File: config.mk
export PLATFORM = sky130hd
export DESIGN_NAME = imm_alloc
export DESIGN_NICKNAME = d
export VERILOG_FILES = /design/src/rtl/imm_alloc.sv
export SDC_FILE = /design/constraint.sdc
export NUM_CORES = 1
export LEC_CHECK = 0
export BUFFER_PORTS_ARGS = -buffer_cell sky130_fd_sc_hd__buf_2
export CAP_MARGIN = 5
export CORE_AREA = 5 5 108 110
export CTS_CLUSTER_DIAMETER = 50
export DETAILED_ROUTE_END_ITERATION = 10
export DIE_AREA = 0 0 113 115
export PLACE_DENSITY = 0.57
export SLEW_MARGIN = 20
export SYNTH_ARGS = -nofsm -noshare
export SYNTH_HDL_FRONTEND = slang
export SYNTH_SLANG_ARGS = --single-unit
File: constraint.sdc
create_clock -name i_clk -period 7.7 [get_ports i_clk]
set_clock_uncertainty 0.1 [all_clocks]
set_input_delay 0.77 -clock i_clk [delete_from_list [all_inputs] [get_ports i_clk]]
set_output_delay 0.77 -clock i_clk [all_outputs]
set_load 0.02 [all_outputs]
File: src/rtl/imm_alloc.sv
// imm_alloc -- group allocator for a 4-wide immediate file.
//
// A decode bundle carrying up to four immediates asks for one group of
// four entries. The allocator keeps one busy bit per group, grants the
// first free group combinationally, and forwards the immediates to the
// immediate file with a one-hot group write select. Commit releases
// groups through a multi-hot mask; flush frees everything.
//
// Optional feature: define IMM_ALLOC_RR_EN to search for a free group
// starting at a rotating pointer (one past the last granted group)
// instead of fixed priority from group 0.
//
// Ports:
//   i_clk, i_rst_n          clock, asynchronous active-low reset
//   i_req                   bundle requests one group
//   i_imm0..i_imm3          immediates of the requesting bundle
//   i_rel_mask[GROUPS]      groups released by commit this cycle
//   i_flush                 pipeline kill, frees every group
//   o_grant, o_we           request accepted / immediate file write enable
//   o_waddr[GROUPS]         one-hot group select (zero without grant)
//   o_wdata0..o_wdata3      immediates passed through
//   o_base[AW]              entry index of the granted group (group*4)
//   o_full, o_count[CW]     all groups busy / number of busy groups
module imm_alloc #(
    parameter  int SIZE   = 32,
    parameter  int WIDTH  = 32,
    localparam int GROUPS = SIZE / 4,
    localparam int AW     = $clog2(SIZE),
    localparam int CW     = $clog2(GROUPS) + 1
) (
    input  logic              i_clk,
    input  logic              i_rst_n,
    input  logic              i_req,
    input  logic [WIDTH-1:0]  i_imm0,
    input  logic [WIDTH-1:0]  i_imm1,
    input  logic [WIDTH-1:0]  i_imm2,
    input  logic [WIDTH-1:0]  i_imm3,
    input  logic [GROUPS-1:0] i_rel_mask,
    input  logic              i_flush,
    output logic              o_grant,
    output logic              o_we,
    output logic [GROUPS-1:0] o_waddr,
    output logic [WIDTH-1:0]  o_wdata0,
    output logic [WIDTH-1:0]  o_wdata1,
    output logic [WIDTH-1:0]  o_wdata2,
    output logic [WIDTH-1:0]  o_wdata3,
    output logic [AW-1:0]     o_base,
    output logic              o_full,
    output logic [CW-1:0]     o_count
);

    localparam int GW = $clog2(GROUPS);

    logic [GROUPS-1:0] busy;
    logic [GROUPS-1:0] busy_nxt;
    logic [CW-1:0]     count_nxt;
    logic [GW-1:0]     sel;
    logic              found;
    logic [GW-1:0]     start;
    logic              grant;

`ifdef IMM_ALLOC_RR_EN
    logic [GW-1:0] ptr;

    assign start = ptr;

    // Pointer moves one past the granted group; flush never grants, so it
    // leaves the pointer where it was.
    always_ff @(posedge i_clk or negedge i_rst_n) begin
        if (!i_rst_n)
            ptr <= '0;
        else if (grant)
            ptr <= (int'(sel) == GROUPS - 1) ? '0 : sel + GW'(1);
    end
`else
    assign start = '0;
`endif

    // First free group at or after start, wrapping modulo GROUPS.
    // Only the registered busy vector is searched, so a group released
    // this cycle cannot be handed out until the next one.
    always_comb begin
        int idx;
        idx   = 0;
        found = 1'b0;
        sel   = '0;
        for (int i = 0; i < GROUPS; i++) begin
            idx = (int'(start) + i) % GROUPS;
            if (!found && !busy[idx]) begin
                found = 1'b1;
                sel   = GW'(idx);
            end
        end
    end

    assign o_full  = &busy;
    // i_rst_n gating keeps the write port quiet while reset is held.
    assign grant   = i_rst_n & i_req & ~o_full & ~i_flush & found;
    assign o_grant = grant;
    assign o_we    = grant;
    assign o_waddr = grant ? (GROUPS'(1) << sel) : '0;
    assign o_base  = grant ? AW'({sel, 2'b00}) : '0;

    assign o_wdata0 = i_imm0;
    assign o_wdata1 = i_imm1;
    assign o_wdata2 = i_imm2;
    assign o_wdata3 = i_imm3;

    // Release is applied to the old busy vector before the new grant is
    // or-ed in: a release aimed at the (free) group being granted is a
    // no-op and must not cancel the grant.
    always_comb begin
        busy_nxt  = '0;
        count_nxt = '0;
        if (!i_flush)
            busy_nxt = (busy & ~i_rel_mask) | o_waddr;
        for (int i = 0; i < GROUPS; i++)
            count_nxt = count_nxt + CW'(busy_nxt[i]);
    end

    always_ff @(posedge i_clk or negedge i_rst_n) begin
        if (!i_rst_n) begin
            busy    <= '0;
            o_count <= '0;
        end else begin
            busy    <= busy_nxt;
            o_count <= count_nxt;
        end
    end

endmodule
After elaboration in Yosys (flattened, before gate mapping)
Cells that the tools add are included.

storage, ports and cells
  bits in registers = 12
  logic and storage cells = 58
  bits of input ports = 140
  output and inout port bits = 148

cells by class
  bitwise gates (word level) = 9
  muxes and demuxes = 18
  add/subtract/negate cells = 7
  shift-type cells = 1
  reductions and logical operators = 21

operators with widths
  cell                                                               count
  4-bit by 1-bit adder with 4-bit output                             6
  8-bit 2-to-1 mux                                                   2
  1-bit logical NOT                                                  13
  3-bit 2-to-1 mux                                                   4
  1-bit 2-to-1 mux                                                   9
  8-bit AND                                                          1
  8-bit NOT                                                          1
  8-bit bitwise OR                                                   1
  8-bit AND reduction                                                1
  1-bit by 3-bit << shifter with 8-bit output, first input constant  1
  1-bit logical AND                                                  7
  5-bit 2-to-1 mux                                                   1
  1-bit AND                                                          4
  2-bit 2-to-1 mux                                                   2
  1-bit by 1-bit adder with 2-bit output                             1
  1-bit NOT                                                          2

Longest topological paths before layout
Gate-level depths: netlist of run 1.

  depth after elaboration = 32
  gate-level depth with buffers = 12
  mapped depth without buffers = 11

Worst setup path before layout of run 1
Ideal clock, no wire load.

  kind = input to register
  start point = input i_flush
  end point = register o_count[2]
  data required time = 7478 ps
  buffers on the path = 1
  data arrival time = 3496 ps
  setup time = 122 ps
  slack = 3982 ps
  cell stages on the path = 11
  path through = buf_6 > nand3b_4 > nor3b_1 > o21ba_2 > ha_1 > inv_1 > fa_1 > inv_1 > fa_1 > fa_1 > xor2_1

between the ends
  cells in the longest elaborated chain, start to end = 13

ends and longest elaborated chain
  element                                               line  source
  from (decl)                                           39    input logic i_flush,
  1-bit NOT                                             98    assign grant = i_rst_n & i_req & ~o_full & ~i_flush & found;
  1-bit AND (2 in series)                               98
  8-bit 2-to-1 mux                                      101   assign o_waddr = grant ? (GROUPS'(1) << sel) : '0;
  named net o_waddr[1]                                  42    output logic [GROUPS-1:0] o_waddr,
  8-bit bitwise OR                                      116   busy_nxt = (busy & ~i_rel_mask) | o_waddr;
  8-bit 2-to-1 mux                                      115   if (!i_flush)
  named net busy_nxt[1]                                 55    logic [GROUPS-1:0] busy_nxt;
  1-bit by 1-bit adder with 2-bit output                118   count_nxt = count_nxt + CW'(busy_nxt[i]);
  4-bit by 1-bit adder with 4-bit output (6 in series)  118
  named net count_nxt[2]                                56    logic [CW-1:0] count_nxt;
  to (signal assigned)                                  127   o_count <= count_nxt;
  to (decl)                                             49    output logic [CW-1:0] o_count

The timed path passes the listed nets, and every way through them passes these cells.

Worst setup path after layout of run 1
  start point = input i_rst_n
  end point = register o_count[2]

between the ends
  elaborated cells on any way between the ends = 14
  classes of those cells = 7 x add/sub; 2 x mux; 5 x bitwise

RTL lines
  element                                               line  source
  from (decl)                                           32    input logic i_rst_n,
  1-bit AND (4 in series)                               98
  8-bit 2-to-1 mux                                      101
  8-bit bitwise OR                                      116
  8-bit 2-to-1 mux                                      115
  named net busy_nxt[5]                                 55
  4-bit by 1-bit adder with 4-bit output (3 in series)  118
  named net count_nxt[2]                                56

The timed path passes the listed nets, and every way through them passes these cells.

==> results of run 1 <==
## state kept, by name, summed over array words and instances, names as in the netlist
signal and count:
busy 8, o_count 4
## cell usage in the layout (no fill, tap or decap), types with 2 or more instances in the layout
cell      instances
clkbuf_8          4
buf_2            29
inv_1             7
a21o_1            2
conb_1            2
nand2_1           5
a21oi_1           3
nor2b_1           6
nor2_1           11
o21ai_0           2
dfrtp_1          12
o21ba_1           2
fa_1              4
ha_1              3
## how the worst max path moves through the flow
stage / from / endpoint / slack [ns] / cells after the start
6_report: i_rst_n / o_count[2]$_DFF_PN0_ / 4.11 / 12
2_1_floorplan: i_flush / o_count[2]$_DFF_PN0_ / 3.98 / 11
3_5_place_dp: i_rst_n / o_count[2]$_DFF_PN0_ / 3.77 / 12
3_3_place_gp: i_rst_n / o_count[2]$_DFF_PN0_ / 3.92 / 12
5_1_grt: i_rst_n / o_count[2]$_DFF_PN0_ / 3.80 / 12
4_1_cts: i_rst_n / o_count[2]$_DFF_PN0_ / 4.03 / 12
## power breakdown
group | leakage (µW) | internal, µW | switching [µW]
Sequential | 0.000167 | 63.6 | 0.325
Clock | 0.0000288 | 45.2 | 23.3
Combinational | 0.000380 | 4.34 | 7.70
Total | 0.000576 | 113 | 31.3
## per-layer routing
metal | vias to the layer above | global-route usage (%) | share of wire, %
met3 | 73 | 3.11 | 15
met4 | 0 | 9.54 | 16
met5 | - | 0 | 0
met1 | 353 | 5.33 | 31
li1 | 322 | - | -
met2 | 71 | 7.07 | 37
## logic make-up (layout without fill, tap and decap cells)
logic type	Yosys count	after routing	share of synthesized area, %
AO/OA/AOI/OAI	15	15	6.17
buffers and inverters	139	40	57.9
adder cells (fa/ha/maj)	7	7	6.67
XOR/XNOR	1	1	0.497
flip-flops	12	12	17.0
other	1	2	0.213
AND/OR/NAND/NOR	33	33	11.6
## area by class of cell
class	instances	area [µm²]
clock buffer	4	55.1
multi-input combinational	58	447
tap	140	175
timing repair buffer	29	145
sequential	12	300
fill	1217	9450
inverter	7	26.3
## stage by stage
step / area, µm² / power [µW] / instances
final: 1150 / 144 / 250
after global routing: 1150 / 150 / 250
after CTS: 1150 / 147 / 250
after detailed placement: 1090 / 77.6 / 246
after global placement: 1090 / 77.4 / 246
after floorplan: 1770 / 169 / 209
==> flow_metrics.env, run 1 <==
export IMPL_status="complete, no violations"
export IMPL_dp_slack_ns=3.77
export IMPL_startpoint_type="input pin"
export IMPL_drtIter0Drc=32
export IMPL_rows=38
export IMPL_path_max_fanout=13
export IMPL_path_cells="buf_2, nand3b_4, nor2_1, nand2_1, o21ai_0, fa_1, inv_1, fa_1, inv_1, fa_1, fa_1, xor2_1"
export IMPL_hold_viol=0
export IMPL_synth_most_common_cell="buf_4"
export IMPL_coreArea_um2=10600
export IMPL_synth_warnings=0
export IMPL_synthCells=208
export IMPL_finalSetupViolations=0
export IMPL_synth_top_cell_by_area="buf_4"
export IMPL_irDropWorstVdd_mv=0.0385
export IMPL_post_route_min_period_ns=3.59
export IMPL_grt_first_pass_wirelength_um=5420
export IMPL_cp_required_ns=7.72
export IMPL_async_flop_share_pct=100
export IMPL_powerDensity_nw_per_um2=126
export IMPL_path_clk_slew_ns=0.05
export IMPL_diodes=0
export IMPL_period_share_pct=46.7
export IMPL_start_util_pct=16.6
export IMPL_syn_avg_cell_area_um2=8.48
export IMPL_drtAntennaViolNets=0
export IMPL_clockBufferDepth=2
export IMPL_r2r_end="o_count[2]$_DFF_PN0_"
export IMPL_slowest_delay_ns=0.50
export IMPL_power_leakage_uw=0.000576
export IMPL_nets=258
export IMPL_ys_ff_latch=12
export IMPL_dr_pass1_iters=4
export IMPL_critical_path_buf_inv_count=3
export IMPL_slowest_stage="fa_1"
export IMPL_die_w_um=113
export IMPL_maxSlewViolCount=0
export IMPL_fp_dieH_um=115
export IMPL_cts_hold_buf=0
export IMPL_synth_seq_area_share_pct=17.0
export IMPL_cts_tree="done"
export IMPL_grt_overflow_total=0
export IMPL_htree_levels=1
export IMPL_rsz0062_at_grt="false"
export IMPL_clk_latency_ns=0.24
export IMPL_ys_top_cells_by_count="131 x buf_4, 12 x dfrtp_1, 11 x nor2_1"
export IMPL_r2r_slack_ns=4.30
export IMPL_crit_arrival_ns=3.62
export IMPL_port_buffers=29
export IMPL_synth_top_area_share_pct=55.7
export IMPL_grt_max_degree=14
export IMPL_vias_per_cell=3.28
export IMPL_grt_use_total_pct=5.77
export IMPL_end_kind="flop"
export IMPL_reg2regPathDepth=11
export IMPL_max_freq_mhz=278
export IMPL_critPathTopFamily="adder cells"
export IMPL_vias=819
export IMPL_drive_gt1_share_pct=35.5
export IMPL_ys_top_cells_by_area="buf_4 56%, dfrtp_1 17%, fa_1 4.5%"
export IMPL_synth_distinct_cells=32
export IMPL_cts_sinks=12
export IMPL_synth_flop_cell="dfrtp_1"
export IMPL_ios=288
export IMPL_cts_resized=0
export IMPL_setup_tns_ns=0
export IMPL_syn_to_final_growth_pct=-34.9
export IMPL_wl_um=3820
export IMPL_grt_pass1_vias=903
export IMPL_antenna_found_initial=0
export IMPL_maxCapViolCount=0
export IMPL_cts_buffers=3
export IMPL_crit_reg2reg_launch="busy[4]$_DFF_PN0_"
export IMPL_avgRoutedWirePerCell_um=15.3
export IMPL_postCtsSetupBuffers=0
export IMPL_hpwl_um=3300
export IMPL_die_area_um2=13000
export IMPL_synth_cell_area_um2=1760
export IMPL_setup_slack_ns=4.11
export IMPL_drcViolationCount=0
export IMPL_hp_class="input pin to asynchronous set/reset pin"
export IMPL_criticalPathCategory="input pin to flop"
export IMPL_hold_slack_ns=0.319
export IMPL_gp_congestion=0.708
export IMPL_synth_edf_count=0
export IMPL_crit_top_cell="fa_1"
export IMPL_finish_utilization_pct=10.8
export IMPL_cts_root_buf="clkbuf_8"
Power figures use the tool's default switching activity.
==> inputs of run 2 (changes only) <==
ABC_AREA = 1   (was not set)
CORE_AREA = 5 5 109 111   (was 5 5 108 110)
DIE_AREA = 0 0 114 116   (was 0 0 113 115)
PLACE_DENSITY = 0.59   (was 0.57)
clock period = 3.3 ns   (was 7.7 ns; I/O delays follow)
==> flow_metrics.env, run 2 <==
export IMPL_status="complete, no violations"
export IMPL_syn_avg_cell_area_um2=7.86
export IMPL_die_area_um2=13200
export IMPL_post_route_min_period_ns=3.22
export IMPL_coreArea_um2=10700
export IMPL_ys_top_cells_by_area="buf_4 52%, dfrtp_1 16%, inv_1 4.4%"
export IMPL_dpl_cell_area_um2=1290
export IMPL_synth_distinct_cells=32
export IMPL_vias_per_cell=3.35
export IMPL_use_met2_pct=10.7
export IMPL_crit_arrival_ns=3.24
export IMPL_synth_top_cell_by_area="buf_4"
export IMPL_intPower_uw=268
export IMPL_synth_top_area_share_pct=52.2
export IMPL_cp_required_ns=3.32
export IMPL_top_regs="busy (8), o_count (4)"
export IMPL_syn_to_final_growth_pct=-26.5
export IMPL_avgRoutedWirePerCell_um=15.3
export IMPL_drive_gt1_share_pct=44.9
export IMPL_stdcell_area_um2=1390
export IMPL_dp_slack_ns=0.0260
export IMPL_largest_register="busy"
export IMPL_hp_class="input pin to flop"
export IMPL_hold_viol=0
export IMPL_criticalPathCategory="flop to flop"
export IMPL_netSwitchingFraction_pct=21.5
export IMPL_setup_slack_ns=0.0798
export IMPL_drtAntennaViolNets=0
export IMPL_port_buffers=29
export IMPL_start_util_pct=17.6
export IMPL_drtIter0Drc=28
export IMPL_maxCapViolCount=0
export IMPL_drcViolationCount=0
export IMPL_fp_dieH_um=116
export IMPL_totalPowerFinal_uw=342
export IMPL_synth_seq_area_share_pct=15.9
export IMPL_grt_max_degree=13
export IMPL_fill_cells=1220
export IMPL_power_share_sequential_pct=43.6
export IMPL_grt_use_total_pct=6.24
export IMPL_ys_top_cells_by_count="131 x buf_4, 22 x inv_1, 16 x nand2_1"
export IMPL_largest_reg_flops=8
export IMPL_diodes=0
export IMPL_async_flop_share_pct=100
export IMPL_dr_pass1_iters=4
export IMPL_power_switching_uw=73.4
export IMPL_die_w_um=114
export IMPL_synthCells=240
export IMPL_rows=38
export IMPL_power_leakage_uw=0.000777
export IMPL_synth_edf_count=0
export IMPL_nets=304
export IMPL_most_common_layout_cells="29 x buf_2, 21 x inv_1, 16 x nand2_1"
export IMPL_max_freq_mhz=311
export IMPL_hpwl_um=3950
export IMPL_grt_first_pass_wirelength_um=6320
export IMPL_cts_sinks=12
export IMPL_cts_root_buf="clkbuf_8"
export IMPL_powerDensity_nw_per_um2=247
export IMPL_antenna_found_initial=0
export IMPL_period_share_pct=97.6
export IMPL_synth_cell_area_um2=1890
export IMPL_path_max_fanout=5
export IMPL_top_usage_layer="met2"
export IMPL_wl_um=4520
export IMPL_cts_buffers=3
export IMPL_vias=993
export IMPL_gp_congestion=0.733
export IMPL_grt_use_met1_pct=4.48
export IMPL_grt_overflow_total=0
export IMPL_synth_warnings=0
export IMPL_grt_pass1_vias=1139
export IMPL_synth_flop_cell="dfrtp_1"
export IMPL_ys_ff_latch=12
export IMPL_rsz0062_at_grt="true"
export IMPL_end_kind="flop"
export IMPL_irDropWorstVdd_mv=0.219
export IMPL_startpoint_type="flop"
export IMPL_setup_tns_ns=0
export IMPL_power_frac_comb_pct=10.9
export IMPL_ios=288
export IMPL_hold_slack_ns=0.278
export IMPL_htree_levels=1
export IMPL_path_clk_slew_ns=0.05
export IMPL_clk_latency_ns=0.23
export IMPL_layout_commonest_cell="buf_2"
export IMPL_pwr_share_clk_pct=45.5
export IMPL_synth_most_common_cell="buf_4"
export IMPL_cts_tree="done"
export IMPL_use_met3_pct=4.18
export IMPL_finalSetupViolations=0
export IMPL_maxSlewViolCount=0
export IMPL_clockBufferDepth=2
## run 2: cell count changes in the layout (fill, tap and decap cells not counted), moves of 3 or more
cell     previous run  this run
inv_2               0         3
nor2b_1             6         0
inv_1               7        21
nand3_1             1         6
or2_2               0         3
buf_4               0        13
nand2_1             5        16
## run 2: metal layers
layer	wire length, µm	up-vias	share of wire, %
met3	717	50	16
met1	1180	417	26
met2	2270	107	50
met5	0	-	0
met4	357	0	7.9
li1	-	419	-
## run 2: logic make-up after synthesis
family,synth area share (%)
other cells,0.199
simple gates,15.7
xor+xnor,0.465
buf+inv,58.2
flops,15.9
fa+ha+maj,6.24
compound gates,3.25
## run 2: final timing paths
check                                   from              endpoint  slack, ns  depth (start not counted)
min in group asynchronous            i_rst_n  o_count[2]$_DFF_PN0_       0.50                          3
max in group asynchronous            i_rst_n     busy[0]$_DFF_PN0_       2.44                          3
min reg2reg                busy[7]$_DFF_PN0_     busy[7]$_DFF_PN0_       0.57                          3
min                            i_rel_mask[7]     busy[7]$_DFF_PN0_       0.28                          3
max reg2reg                busy[0]$_DFF_PN0_  o_count[2]$_DFF_PN0_       0.08                         14
max                        busy[0]$_DFF_PN0_  o_count[2]$_DFF_PN0_       0.08                         14
## run 2: cell type report
class | count | area, µm² | share of cell area [%]
clock buffers | 4 | 55.1 | 3.97
inverters | 27 | 105 | 7.59
multi-input cells | 70 | 497 | 35.9
flip-flops and latches | 12 | 300 | 21.7
well taps | 140 | 175 | 12.6
repair buffers | 43 | 253 | 18.2
## run 2: stage by stage
step	util, %	instances
floorplan	-	241
global placement	12.1	288
detailed placement	12.1	288
CTS	12.7	293
global route	12.9	296
finish	12.9	296
## run 2: power groups by stage
stage	registers, µW	logic, µW	clock network (µW)
after global placement	152	36.0	0
after global routing	149	41.2	168
final	149	37.1	156
after CTS	149	37.3	159
after floorplan	152	245	0
after detailed placement	152	36.2	0
## run 2: what timing repair did
action                                 4_1_cts  5_1_grt
endpoints found under the hold margin       12        0
setup endpoints to repair                    0        2
hold buffers                                 1        0
buffers inserted                             0        3
gates resized for setup                      0        2
## run 2: critical path, stage by stage, from the launching register on
cell,delay (ns)
dfrtp_1,0.40
nand2_4,0.09
nor2_4,0.10
nand3_2,0.09
inv_4,0.09
nor2_8,0.04
nand3_1,0.11
a21oi_1,0.13
fa_1,0.52
inv_2,0.04
fa_1,0.49
inv_1,0.06
fa_2,0.36
fa_2,0.34
xor2_1,0.14
